--- src/rtl/pwm_sample_feeder.sv ---
// pwm_sample_feeder: buffers signed samples in a small FIFO and hands one
// rounded, saturated offset-binary duty word to the PWM stage per frame.
// Data_out only moves on frame boundaries, so a PWM period never sees a
// duty change part-way through.
module pwm_sample_feeder #(
    parameter int IN_Width   = 12,
    parameter int PWM_Width  = 8,
    parameter int FRAME_LEN  = 9984,
    parameter int DEPTH_LOG2 = 2
) (
    input  logic                       clk,
    input  logic                       rst,
    input  logic signed [IN_Width-1:0] Sample_in,
    input  logic                       Sample_valid,
    output logic                       Sample_ready,
    output logic [PWM_Width-1:0]       Data_out,
    output logic                       Frame_strobe,
    output logic                       Underrun,
    input  logic                       Underrun_clr,
    output logic [DEPTH_LOG2:0]        Level
);

    localparam int DEPTH = 1 << DEPTH_LOG2;
    localparam int CW    = (FRAME_LEN > 1) ? $clog2(FRAME_LEN) : 1;
    // Half an output LSB expressed in input LSBs: adding it before truncation
    // rounds half up.
    localparam logic [IN_Width:0] RND = (IN_Width+1)'(1) << (IN_Width-PWM_Width-1);

    logic [CW-1:0]         r_cnt;
    logic [IN_Width-1:0]   r_mem [DEPTH];
    logic [DEPTH_LOG2-1:0] r_wr;
    logic [DEPTH_LOG2-1:0] r_rd;
    logic [DEPTH_LOG2:0]   r_level;
    logic [PWM_Width-1:0]  r_data;
    logic                  r_strobe;
    logic                  r_unr;

    logic                  w_bnd;
    logic                  w_empty;
    logic                  w_push;
    logic                  w_pop;
    logic [IN_Width-1:0]   w_head;
    logic [IN_Width-1:0]   w_u;
    logic [IN_Width:0]     w_r;
    logic [PWM_Width:0]    w_d;
    logic [PWM_Width-1:0]  w_conv;

    assign w_bnd        = (r_cnt == CW'(FRAME_LEN - 1));
    assign w_empty      = (r_level == '0);
    assign Sample_ready = (r_level != (DEPTH_LOG2+1)'(DEPTH));
    assign w_push       = Sample_valid && Sample_ready;
    // Pop decision uses the pre-edge level, so a push landing on an empty
    // FIFO at a boundary waits for the next boundary.
    assign w_pop        = w_bnd && !w_empty;

    // Head conversion: flip MSB to offset binary, round, keep top bits, clamp.
    always_comb begin
        w_head = r_mem[r_rd];
        w_u    = {~w_head[IN_Width-1], w_head[IN_Width-2:0]};
        w_r    = {1'b0, w_u} + RND;
        w_d    = w_r[IN_Width:IN_Width-PWM_Width];
        w_conv = w_d[PWM_Width] ? '1 : w_d[PWM_Width-1:0];
    end

    // Free-running frame counter; the wrap edge is the frame boundary.
    always_ff @(posedge clk or posedge rst) begin
        if (rst)        r_cnt <= '0;
        else if (w_bnd) r_cnt <= '0;
        else            r_cnt <= r_cnt + CW'(1);
    end

    // FIFO storage; contents need no reset since pointers and level are cleared.
    always_ff @(posedge clk) begin
        if (w_push) r_mem[r_wr] <= Sample_in;
    end

    // FIFO pointers and occupancy.
    always_ff @(posedge clk or posedge rst) begin
        if (rst) begin
            r_wr    <= '0;
            r_rd    <= '0;
            r_level <= '0;
        end else begin
            if (w_push) r_wr <= r_wr + DEPTH_LOG2'(1);
            if (w_pop)  r_rd <= r_rd + DEPTH_LOG2'(1);
            case ({w_push, w_pop})
                2'b10:   r_level <= r_level + (DEPTH_LOG2+1)'(1);
                2'b01:   r_level <= r_level - (DEPTH_LOG2+1)'(1);
                default: r_level <= r_level;
            endcase
        end
    end

    // Duty word, frame strobe and sticky underrun, all updated at boundaries.
    always_ff @(posedge clk or posedge rst) begin
        if (rst) begin
            r_data   <= PWM_Width'(1) << (PWM_Width-1);
            r_strobe <= 1'b0;
            r_unr    <= 1'b0;
        end else begin
            r_strobe <= w_bnd;
            if (w_pop) r_data <= w_conv;
            if (w_bnd && w_empty) r_unr <= 1'b1;
            else if (Underrun_clr) r_unr <= 1'b0;
        end
    end

    assign Data_out     = r_data;
    assign Frame_strobe = r_strobe;
    assign Underrun     = r_unr;
    assign Level        = r_level;

endmodule

--- config.mk ---
export PLATFORM = sky130hd
export DESIGN_NAME = pwm_sample_feeder
export DESIGN_NICKNAME = d
export VERILOG_FILES = /design/src/rtl/pwm_sample_feeder.sv
export SDC_FILE = /design/constraint.sdc
export NUM_CORES = 1
export LEC_CHECK = 0
export ABC_CLOCK_PERIOD_IN_PS = 2930
export CAP_MARGIN = 20
export CORE_UTILIZATION = 56
export DETAILED_ROUTE_END_ITERATION = 16
export PLACE_DENSITY = 0.79
export REMOVE_ABC_BUFFERS = 1
export SLEW_MARGIN = 30
export SYNTH_ARGS = -nofsm -noshare
export SYNTH_HDL_FRONTEND = slang
export SYNTH_SLANG_ARGS = --single-unit
--- constraint.sdc ---
create_clock -name clk -period 2.93 [get_ports clk]
set_input_delay 0.586 -clock clk [delete_from_list [all_inputs] [get_ports clk]]
set_output_delay 0.586 -clock clk [all_outputs]
set_load 0.01 [all_outputs]
==> metrics.md, run 1 <==
| Metric | Value |
|---|---|
| Status | `complete, no violations` |
| Post-synthesis cell area | `2900 um^2` |
| Post-synth EDFFs | `36` |
| Initial antenna violation count | `0` |
| IO Port Bufs | `26` |
| # clock sinks | `67` |
| Max-slew violation count | `0` |
| Yosys reg bits | `67` |
| Slew @ Worst Pin | `about 0.57 ns` |
| Crit-path max cell delay | `between 0.4 and 0.5 ns` |
| CTS tree | `done` |
| Clock latency on the worst-skew pair | `around 0.33 ns` |
| DRT Wirelength | `4.64 mm` |
| Initial Utilization | `between 50 and 60%` |
| RD Place Congestion | `between 0.8 and 0.9` |
| Worst r2r src | `r_cnt[0]` |
| Number of setup violations in the final report | `0` |
| Largest net degree at the start of global routing | `32` |
| Tot Pwr | `about 2.3 mW` |
| IO Pins | `30` |
| Post-Syn Instances | `200` |
| Longest Clk Path Bufs | `2` |
| Syn avg cell area | `roughly 15 um^2` |
| Setup TNS | `0 ns` |
| Commonest cells post-synth | `edfxtp_1 (36), dfrtp_1 (30), nor2_1 (17), nand2_1 (12), xor2_1 (12)` |
| Cells on worst reg2reg path | `11` |
| Worst Clk Skew | `between 0.009 and 0.01 ns` |
| Period minus WS final | `roughly 2.5 ns` |
| Core box area | `between 4000 and 5000 um^2` |
| Area leader, netlist | `edfxtp_1` |
| Req. time, crit path | `3.18 ns` |
| Async set or reset register ratio after synthesis | `a little under half` |
| Slowest-stage cell, CP | `dfrtp_1` |
| Total track usage | `20.3%` |
| Hold WC Path Type | `reg2reg` |
| Layout net count | `about 260` |
| ANT cells | `0` |
| Count leader, synth | `edfxtp_1` |
| Starting DRC count in detailed routing | `around 130` |
| Setup slack at placement | `around 0.54 ns` |
| Cell area after layout | `approximately 3400 um^2` |
| CTS root buf | `clkbuf_8` |
| Final Hold Viols | `0` |
| Filler instances | `about 330` |
| Worst Path Max Fanout | `6` |
| First drt pass iteration count | `4` |
| Post-DP Area | `~3200 um^2` |
| Peak supply drop | `559 uV` |
| DRC | `0` |
| Max-cap check violation count | `0` |
| Sequential share of the synthesized area | `around 64%` |
| Global route total overflow | `0` |
| Dpl cells | `roughly 290` |
| Die Wd | `approximately 74 um` |
| DP HPWL | `about 3.1 mm` |
| Hold depth | `1` |
| Yosys cell types | `40` |
| Num CTS Buffers | `9` |
| Vias/cell | `5.32` |
| Post-Layout Cell Count | `about 310` |
| Critical Path AT | `approximately 2.7 ns` |
| F_max | `slightly above 0.4 GHz` |
| H-tree levels | `3` |
| Util after Layout | `around 71%` |
| CP cell instances | `ha_1, nand2_1, nor3_1, buf_4, and3_1, ha_1, inv_1, fa_1, xor2_1, nor2_1, xor2_1` |
| Internal reg-to-reg setup slack | `0.46 ns` |
| Post-CTS resize count | `0` |
| Row cnt | `25` |
| Fraction of the cycle the final worst path needs | `between 80% and 90%` |
| Fin Hold WS | `0.478 ns` |
| Leak Pwr | `1.37 nW` |
| DIE HEIGHT | `74.0 um` |
| Clk pin slew, worst setup/hold paths | `approximately 0.070 ns` |
| Cell area power density | `679 nW/um^2` |
| Synth warn | `0` |
| Worst setup margin | `about 0.46 ns` |
| Hold Buf Count CTS | `0` |
| Crit path capture type | `register` |
| Vias in the first global route | `1612` |
| Routed via count | `1634` |
| Synth top area share | `37.2%` |
| First-pass GRT wire length | `roughly 7.7 mm` |
| Crit start category | `register` |
| Layout cells sized above 1 | `between 10% and 20%` |
| R2r endpoint | `Level[2]` |
| Top_reg_cell synth | `edfxtp_1` |
| Die ar. | `between 5000 and 6000 um^2` |
| Slew headroom | `between 60 and 70%` |
| RSZ-0062 raised after global routing | `false` |
| Final ANT Viol Nets | `0` |
| Hold path endpoint | `r_cnt[4]` |
| P&R area growth vs syn | `18.0%` |
| Post-CTS Setup Repair Bufs | `0` |
| Critical path class | `reg2reg` |
| Hold wc startpoint | `r_cnt[4]` |
| Routed length per placed instance | `15.1 um` |
| Largest cells by area after synthesis | `edfxtp_1 (37%), dfrtp_1 (26%), mux4_1 (4.5%)` |
-- how the worst max path moves through the flow --
stage / startpoint / end / slack [ns] / cells past startpoint
after CTS: r_cnt[0] / Level[2] / 0.43 / 11
after detailed placement: Sample_valid / Level[2] / 0.54 / 9
after global placement: r_cnt[0] / Level[2] / 0.55 / 11
final: r_cnt[0] / Level[2] / 0.46 / 11
after global routing: r_cnt[0] / Level[2] / 0.23 / 11
after floorplan: r_cnt[0] / Level[2] / 0.47 / 10
-- layer usage --
metal  GRT usage, %  up-vias  part of all wire (%)
met5              0        -                     0
met4           11.3        0                   1.1
met3           4.47        6                   3.1
met2           31.6       38                    50
met1           26.9      797                    46
li1               -      793                     -
-- cells by family after synthesis --
kind of cell    synth area share, %
flops                          64.0
compound gates                 3.23
mux                            9.18
simple gates                   10.9
xor+xnor                       6.03
buf+inv                        2.89
fa+ha+maj                      3.71
-- layout make-up --
| cell class | instances | area (um^2) | share of cell area (%) |
|---|---|---|---|
| Clock buffer | 15 | 198 | 5.77 |
| Tap cell | 67 | 83.8 | 2.45 |
| Multi-Input combinational cell | 118 | 961 | 28.0 |
| Sequential cell | 67 | 1860 | 54.2 |
| Clock inverter | 1 | 5.00 | 0.146 |
| Inverter | 10 | 37.5 | 1.10 |
| Timing Repair Buffer | 29 | 283 | 8.25 |
-- where the power goes --
part	total, mW	switching, mW	internal [mW]
clock network	0.746	0.318	0.428
registers	1.19	0.0526	1.14
logic	0.387	0.217	0.170
-- placed cells by master (no fill, tap or decap), types with 2 or more instances in the layout --
cell             instances
o21ai_0                  3
xnor2_1                  8
nor3_1                   2
inv_1                   10
nand3_1                 10
edfxtp_1                36
clkbuf_1                 2
nand2_1                 12
and3_1                   5
xor2_1                  12
clkbuf_8                12
mux4_1                   5
dfrtp_1                 30
mux4_2                   4
mux2i_1                  3
clkdlybuf4s50_1         26
a21oi_1                  6
buf_4                    3
ha_1                     7
nor2_1                  17
and2_1                   3
nand4_1                  2
a21o_1                   2
-- flip-flops by register name (all words and copies together), names as in the netlist --
name / flops
r_wr: 2
r_cnt: 14
Underrun: 1
Data_out: 8
r_rd: 2
Level: 3
r_mem: 36
Frame_strobe: 1
-- worst max-delay path, delay by kind of cell (launching register included) --
family	cells	cell delay [ns]
xor+xnor	2	0.29
flops	1	0.42
fa+ha+maj	3	0.84
simple gates	4	0.60
buf+inv	2	0.24
Power figures use the tool's default switching activity.
==> inputs of run 2 (changes only) <==
--- a/config.mk
+++ b/config.mk
@@ -5,7 +5,7 @@
 export SDC_FILE = /design/constraint.sdc
 export NUM_CORES = 1
 export LEC_CHECK = 0
-export ABC_CLOCK_PERIOD_IN_PS = 2930
+export ABC_CLOCK_PERIOD_IN_PS = 2500
 export CAP_MARGIN = 20
 export CORE_UTILIZATION = 56
 export DETAILED_ROUTE_END_ITERATION = 16
==> constraint.sdc (replaced) <==
create_clock -name clk -period 2.5 [get_ports clk]
set_input_delay 0.5 -clock clk [delete_from_list [all_inputs] [get_ports clk]]
set_output_delay 0.5 -clock clk [all_outputs]
set_load 0.01 [all_outputs]
==> run 2 against run 1 <==
Register-to-register slack got worse by 0.24 ns. Clock-buffer cell count fell by 2. Setup slack got worse by 0.24 ns. Sequential share of layout area rose by 0.16 points. Critical path depth fell by 5. Via count fell by 0.24%. Critical path type unchanged. Global-route usage fell by 0.80 points. Clock power rose by 11%. Fmax rose by 8.4%. Routed wire length fell by 2.7%. Largest power group unchanged.
==> metrics.md, run 2 (same netlist as run 1, synthesis figures left out) <==
| Metric | Value |
|---|---|
| Status | `complete, no violations (unchanged)` |
| Initial Utilization | `59.9% (unchanged)` |
| Longest Clk Path Bufs | `2 (unchanged)` |
| DRC | `0 (unchanged)` |
| Total track usage | `19.5% (was 20.3%)` |
| RSZ-0062 raised after global routing | `false (unchanged)` |
| P&R area growth vs syn | `17.7% (was 18.0%)` |
| Initial antenna violation count | `0 (unchanged)` |
| Die ar. | `5480 um^2 (unchanged)` |
| Final Hold Viols | `0 (unchanged)` |
| Max-cap check violation count | `0 (unchanged)` |
| Storage cell area | `1860 um^2 (unchanged)` |
| F_max | `0.439 GHz (was 0.405 GHz)` |
| Period minus WS final | `2.28 ns (was 2.47 ns)` |
| Commonest cells after routing, fill and taps aside | `edfxtp_1 (36), dfrtp_1 (30), clkdlybuf4s50_1 (26) (unchanged)` |
| Slew headroom | `59.1% (was 61.7%)` |
| H-tree levels | `3 (unchanged)` |
| Hold wc startpoint | `r_cnt[4] (unchanged)` |
| Filler instances | `344 (was 329)` |
| Routed via count | `1630 (was 1634)` |
| Num CTS Buffers | `9 (unchanged)` |
| Die Wd | `74.0 um (unchanged)` |
| Peak supply drop | `524 uV (was 559 uV)` |
| Post-DP Area | `3230 um^2 (was 3220 um^2)` |
| Cells on worst reg2reg path | `6 (was 11)` |
| # clock sinks | `67 (unchanged)` |
| RD Place Congestion | `0.765 (was 0.817)` |
| Max-slew violation count | `0 (unchanged)` |
| Leak Pwr | `1.36 nW (was 1.37 nW)` |
| Slew @ Worst Pin | `0.608 ns (was 0.574 ns)` |
| Worst Path Max Fanout | `8 (was 6)` |
| Critical path class | `reg2reg (unchanged)` |
| Cell area power density | `785 nW/um^2 (was 679 nW/um^2)` |
| Reg with most FFs | `r_mem (unchanged)` |
| Clock latency on the worst-skew pair | `0.33 ns (about the same)` |
| IO Pins | `30 (unchanged)` |
| DIE HEIGHT | `74.0 um (unchanged)` |
| Largest net degree at the start of global routing | `32 (unchanged)` |
| Crit path capture type | `register (unchanged)` |
| Row cnt | `25 (unchanged)` |
| Hold depth | `1 (unchanged)` |
| CP Launch Point | `r_rd[0] (was r_cnt[0])` |
| CTS tree | `done (unchanged)` |
| Tot Pwr | `2.68 mW (was 2.33 mW)` |
| Req. time, crit path | `2.71 ns (was 3.18 ns)` |
| Starting DRC count in detailed routing | `49 (was 128)` |
| DP HPWL | `3.18 mm (was 3.15 mm)` |
| Leading cell type in the layout, fill and taps excluded | `edfxtp_1 (unchanged)` |
| Global route total overflow | `0 (unchanged)` |
| First drt pass iteration count | `4 (unchanged)` |
| CTS root buf | `clkbuf_8 (unchanged)` |
| Final ANT Viol Nets | `0 (unchanged)` |
| Worst Clk Skew | `0.00706 ns (was 0.00999 ns)` |
| Clk pin slew, worst setup/hold paths | `0.07 ns (about the same)` |
| First-pass GRT wire length | `7.47 mm (was 7.75 mm)` |
| Vias/cell | `5.29 (was 5.32)` |
| Layout cells sized above 1 | `11.2% (was 11.3%)` |
| Cell area after layout | `3420 um^2 (was 3430 um^2)` |
| Fraction of the cycle the final worst path needs | `91.1% (was 84.3%)` |
| IO Port Bufs | `26 (unchanged)` |
| Critical Path AT | `2.49 ns (was 2.72 ns)` |
| Largest register FFs | `36 (unchanged)` |
| Setup TNS | `0 ns (unchanged)` |
| Layout net count | `260 (was 259)` |
| DRT Wirelength | `4.52 mm (was 4.64 mm)` |
| Crit start category | `register (unchanged)` |
| Worst r2r src | `r_rd[0] (was r_cnt[0])` |
| Hold WC Path Type | `reg2reg (unchanged)` |
| Footprint of the multi-input gates | `968 um^2 (was 961 um^2)` |
| ANT cells | `0 (unchanged)` |
| Number of setup violations in the final report | `0 (unchanged)` |
| Routed length per placed instance | `14.7 um (was 15.1 um)` |
| Core box area | `4850 um^2 (unchanged)` |
| Vias in the first global route | `1587 (was 1612)` |
-- run 2: worst max-delay path, stage by stage (launching register included) --
cell     delay, ns
dfrtp_1       0.60
buf_4         0.22
mux4_1        0.65
nand2_1       0.19
nor2_1        0.07
a21oi_1       0.30
a21oi_1       0.12
-- run 2: metal layers --
| metal | GRT usage, % | share of wire, % |
|---|---|---|
| met1 | 26.3 | 44 |
| met2 | 29.1 | 50 |
| met3 | 6.50 | 4.6 |
| met4 | 8.97 | 1.3 |
| met5 | 0 | 0 |
-- run 2: through the flow --
stage / instances / util (%) / hold WS [ns] / setup WS (ns)
after detailed placement: 292 / 66.6 / 0.472 / 0.149
after global routing: 308 / 70.5 / 0.515 / 0.0279
after CTS: 308 / 70.3 / 0.481 / 0.143
final: 308 / 70.5 / 0.478 / 0.223
after global placement: 292 / 66.6 / 0.460 / 0.202
after floorplan: 195 / - / 0.445 / 0.0410
-- run 2: final timing paths --
check,end,slack [ns]
setup reg to reg,Data_out[3],0.22
hold reg to reg,r_cnt[4],0.48
min in group asynchronous,r_cnt[12],0.54
hold / removal,r_cnt[4],0.48
max in group asynchronous,Data_out[7],1.63
setup / recovery,Data_out[3],0.22
-- run 2: area by class of cell --
cell class                 instances  share of cell area (%)
sequential                        67                    54.4
clock inverter                     3                    1.14
inverter                          10                    1.10
multi-input combinational        118                    28.4
clock buffer                      13                    4.07
timing repair buffer              30                    8.50
tap                               67                    2.45
-- run 2: timing repair --
action                     CTS  global route
hold endpoints to repair     0             0
setup buffers                0             0
hold buffers                 0             0
gates resized for setup      0             2
setup endpoints to repair    0             1
-- run 2: power breakdown --
part	internal [mW]	switching, mW
combinational	0.200	0.256
sequential	1.34	0.0608
clock	0.458	0.367
==> inputs of run 3 (changes only) <==
--- a/config.mk
+++ b/config.mk
@@ -5,9 +5,10 @@
 export SDC_FILE = /design/constraint.sdc
 export NUM_CORES = 1
 export LEC_CHECK = 0
+export ABC_AREA = 1
 export ABC_CLOCK_PERIOD_IN_PS = 2500
 export CAP_MARGIN = 20
-export CORE_UTILIZATION = 56
+export CORE_UTILIZATION = 57
 export DETAILED_ROUTE_END_ITERATION = 16
 export PLACE_DENSITY = 0.79
 export REMOVE_ABC_BUFFERS = 1
==> run 3 against run 2 <==
Flip-flop and latch count unchanged. Clock skew grew 0.0022 ns. Clock power increased by 43%. Sequential share of layout area fell by 5.3 points. Final area rose by 11%. Non-clock buffer count up 7. Clock-buffer cell count shrank 3. Power grew 16%. Via count up 39%. Hold slack hardly changed. Sequential power about the same. Setup slack lost 0.052 ns. Critical endpoint is now Level[2].
==> metrics.md, run 3 <==
| Metric | Value |
|---|---|
| Row cnt | `26 (was 25)` |
| ANT cells | `0 (unchanged)` |
| Synth warn | `0 (unchanged)` |
| Post-DP Area | `3510 um^2 (was 3230 um^2)` |
| Seq pwr share | `45.1% (was 52.2%)` |
| Number of setup violations in the final report | `0 (unchanged)` |
| Largest register FFs | `36 (unchanged)` |
| Post-Syn Instances | `332 (was 200)` |
| Synth top area share | `34.5% (was 37.2%)` |
| CP endpoint | `Level[2] (was Data_out[3])` |
| Total track usage | `22.9% (was 19.5%)` |
| Top_reg_cell synth | `edfxtp_1 (unchanged)` |
| First-pass GRT wire length | `10.1 mm (was 7.47 mm)` |
| Die ar. | `5800 um^2 (was 5480 um^2)` |
| Dpl cells | `432 (was 292)` |
| F_max | `0.429 GHz (was 0.439 GHz)` |
| Status | `complete, no violations (unchanged)` |
| Commonest cells post-synth | `nand2_1 (108), nor2_1 (42), inv_1 (38), edfxtp_1 (36), dfrtp_1 (30) (was edfxtp_1 (36), dfrtp_1 (30), nor2_1 (17), nand2_1 (12), xor2_1 (12))` |
| Clock power frac | `38.1% (was 30.8%)` |
| Period minus WS final | `2.33 ns (was 2.28 ns)` |
| Leading cell type in the layout, fill and taps excluded | `nand2_1 (was edfxtp_1)` |
| Comb power frac | `16.8% (was 17.0%)` |
| R2r endpoint | `Level[2] (was Data_out[3])` |
| Peak supply drop | `809 uV (was 524 uV)` |
| Int Pwr | `2.32 mW (was 2.00 mW)` |
| Max-slew violation count | `0 (unchanged)` |
| H-tree levels | `3 (unchanged)` |
| Cell area power density | `820 nW/um^2 (was 785 nW/um^2)` |
| First drt pass iteration count | `4 (unchanged)` |
| Longest Clk Path Bufs | `2 (unchanged)` |
| Hold Buf Count CTS | `0 (unchanged)` |
| Worst Clk Skew | `0.00930 ns (was 0.00706 ns)` |
| Storage cell area | `1860 um^2 (unchanged)` |
| Slew headroom | `66.8% (was 59.1%)` |
| CTS tree | `done (unchanged)` |
| Footprint of the multi-input gates | `1080 um^2 (was 968 um^2)` |
| Global route total overflow | `0 (unchanged)` |
| DRC | `0 (unchanged)` |
| IO Pins | `30 (unchanged)` |
| RSZ-0062 raised after global routing | `false (unchanged)` |
| Internal reg-to-reg setup slack | `0.17 ns (was 0.22 ns)` |
| Cells on worst reg2reg path | `11 (was 6)` |
| CTS root buf | `clkbuf_8 (unchanged)` |
| Routed length per placed instance | `12.8 um (was 14.7 um)` |
| DRT Wirelength | `5.77 mm (was 4.52 mm)` |
| Area leader, netlist | `edfxtp_1 (unchanged)` |
| Clk pin slew, worst setup/hold paths | `0.07 ns (about the same)` |
| Count leader, synth | `nand2_1 (was edfxtp_1)` |
| Critical Path AT | `2.56 ns (was 2.49 ns)` |
| Cell area after layout | `3780 um^2 (was 3420 um^2)` |
| Final Hold Viols | `0 (unchanged)` |
| Leak Pwr | `1.73 nW (was 1.36 nW)` |
| Async set or reset register ratio after synthesis | `46.3% (unchanged)` |
| Largest net degree at the start of global routing | `32 (unchanged)` |
| Layout net count | `398 (was 260)` |
| Top delay family on crit path | `adder cells (was multiplexers)` |
| Crit start category | `register (unchanged)` |
| Fin Hold WS | `0.477 ns (was 0.478 ns)` |
| Num CTS Buffers | `9 (unchanged)` |
| Layout cells sized above 1 | `9.50% (was 11.2%)` |
| Slowest-stage cell, CP | `fa_1 (was mux4_1)` |
| Switching share of power | `25.3% (was 25.5%)` |
| IO Port Bufs | `26 (unchanged)` |
| Crit path capture type | `register (unchanged)` |
| Starting DRC count in detailed routing | `172 (was 49)` |
| Vias in the first global route | `2215 (was 1587)` |
| Tot Pwr | `3.10 mW (was 2.68 mW)` |
| P&R area growth vs syn | `20.7% (was 17.7%)` |
| # clock sinks | `67 (unchanged)` |
| Yosys cell types | `30 (was 40)` |
| Max-cap check violation count | `0 (unchanged)` |
| Largest cells by area after synthesis | `edfxtp_1 (34%), dfrtp_1 (24%), nand2_1 (13%) (was edfxtp_1 (37%), dfrtp_1 (26%), mux4_1 (4.5%))` |
| Net Sw Power | `786 uW (was 685 uW)` |
| Initial Utilization | `60.2% (was 59.9%)` |
| Clock latency on the worst-skew pair | `0.35 ns (was 0.33 ns)` |
| Filler instances | `402 (was 344)` |
| Cell depth of the worst setup path | `11 (was 6)` |
| Routed via count | `2259 (was 1630)` |
| Worst Path Max Fanout | `7 (was 8)` |
| Yosys reg bits | `67 (unchanged)` |
| WP buf/inv | `1 (unchanged)` |
| RD Place Congestion | `0.812 (was 0.765)` |
| Fraction of the cycle the final worst path needs | `93.1% (was 91.1%)` |
| Cell mode on critical path | `ha_1 (was a21oi_1)` |
| DP HPWL | `4.02 mm (was 3.18 mm)` |
| Worst r2r src | `r_cnt[0] (was r_rd[0])` |
| Setup TNS | `0 ns (unchanged)` |
| Post-Layout Cell Count | `449 (was 308)` |
| CP cell instances | `ha_1, nand3_2, nor3_4, nand2_4, nor2_4, ha_1, inv_1, fa_1, a21oi_1, o21ai_0, xnor2_1 (was buf_4, mux4_1, nand2_1, nor2_1, a21oi_1, a21oi_1)` |
| Vias/cell | `5.03 (was 5.29)` |
| Hold WC Path Type | `reg2reg (unchanged)` |
| Post-synthesis cell area | `3140 um^2 (was 2900 um^2)` |
| Die Wd | `76.2 um (was 74.0 um)` |
| Reg with most FFs | `r_mem (unchanged)` |
| Final ANT Viol Nets | `0 (unchanged)` |
| Critical path class | `reg2reg (unchanged)` |
| Req. time, crit path | `2.73 ns (was 2.71 ns)` |
| Crit-path max cell delay | `0.40 ns (was 0.65 ns)` |
| Commonest cells after routing, fill and taps aside | `nand2_1 (108), nor2_1 (42), inv_1 (38) (was edfxtp_1 (36), dfrtp_1 (30), clkdlybuf4s50_1 (26))` |
| Slew @ Worst Pin | `0.494 ns (was 0.608 ns)` |
| DIE HEIGHT | `76.2 um (was 74.0 um)` |
| Syn avg cell area | `9.44 um^2 (was 14.5 um^2)` |
| Sequential share of the synthesized area | `59.3% (was 64.0%)` |
| Post-synth EDFFs | `36 (unchanged)` |
| Hold depth | `1 (unchanged)` |
| Core box area | `5200 um^2 (was 4850 um^2)` |
| Initial antenna violation count | `0 (unchanged)` |
| CP Launch Point | `r_cnt[0] (was r_rd[0])` |
## run 3: cell count changes in the layout (fill, tap and decap cells not counted), sizes merged, moves of 4 or more
cell	change
o21ai	+4
buf	+7
xnor2	-4
mux4	-9
nor2	+26
nand2	+98
and3	-6
inv	+29
nand3	+14
## run 3: repair_timing
item,4_1_cts,5_1_grt
buffers inserted,0,1
endpoints found under the setup margin,0,1
resized for setup,0,1
## run 3: layout make-up
class                      instances  share of cell area (%)
clock buffer                      10                    3.37
sequential                        67                    49.1
inverter                          39                    3.87
clock inverter                     6                    3.64
timing repair buffer              37                    9.06
multi-input combinational        220                    28.7
tap                               70                    2.31
## run 3: stage by stage
stage,util (%),worst slack (ns)
floorplan,-,0.112
global placement,67.4,0.202
detailed placement,67.4,0.126
CTS,72.5,0.0899
global route,72.7,0.0197
finish,72.7,0.171
## run 3: worst min path at each step
| stage | startpoint | end | slack, ns |
|---|---|---|---|
| final | r_cnt[0] | r_cnt[0] | 0.48 |
| after global routing | r_cnt[0] | r_cnt[0] | 0.51 |
| after CTS | r_cnt[0] | r_cnt[0] | 0.48 |
| after detailed placement | r_cnt[0] | r_cnt[0] | 0.47 |
| after global placement | r_cnt[0] | r_cnt[0] | 0.45 |
| after floorplan | r_cnt[0] | r_cnt[0] | 0.43 |
## run 3: cell families (layout without fill, tap and decap cells)
group	after synthesis	after routing	synth area share, %
compound gates	14	14	2.31
simple gates	184	184	24.5
buf+inv	45	92	6.30
xor+xnor	14	14	4.15
flops	67	67	59.3
fa+ha+maj	8	8	3.43
## run 3: metal layers
layer / global-route usage, % / share of wire, % / vias up
met1: 29.4 / 44 / 1057
met4: 12.1 / 2.4 / 0
met5: 0 / 0 / -
met2: 37.1 / 49 / 54
met3: 4.67 / 4.9 / 12
li1: - / - / 1136
## run 3: power by group through the flow
stage	Clock [mW]	Sequential [mW]	Combinational [mW]
final	1.18	1.40	0.520
after global placement	0	1.42	0.500
after CTS	1.20	1.40	0.531
after global routing	1.24	1.42	0.589
after detailed placement	0	1.42	0.528
after floorplan	0	1.42	0.301
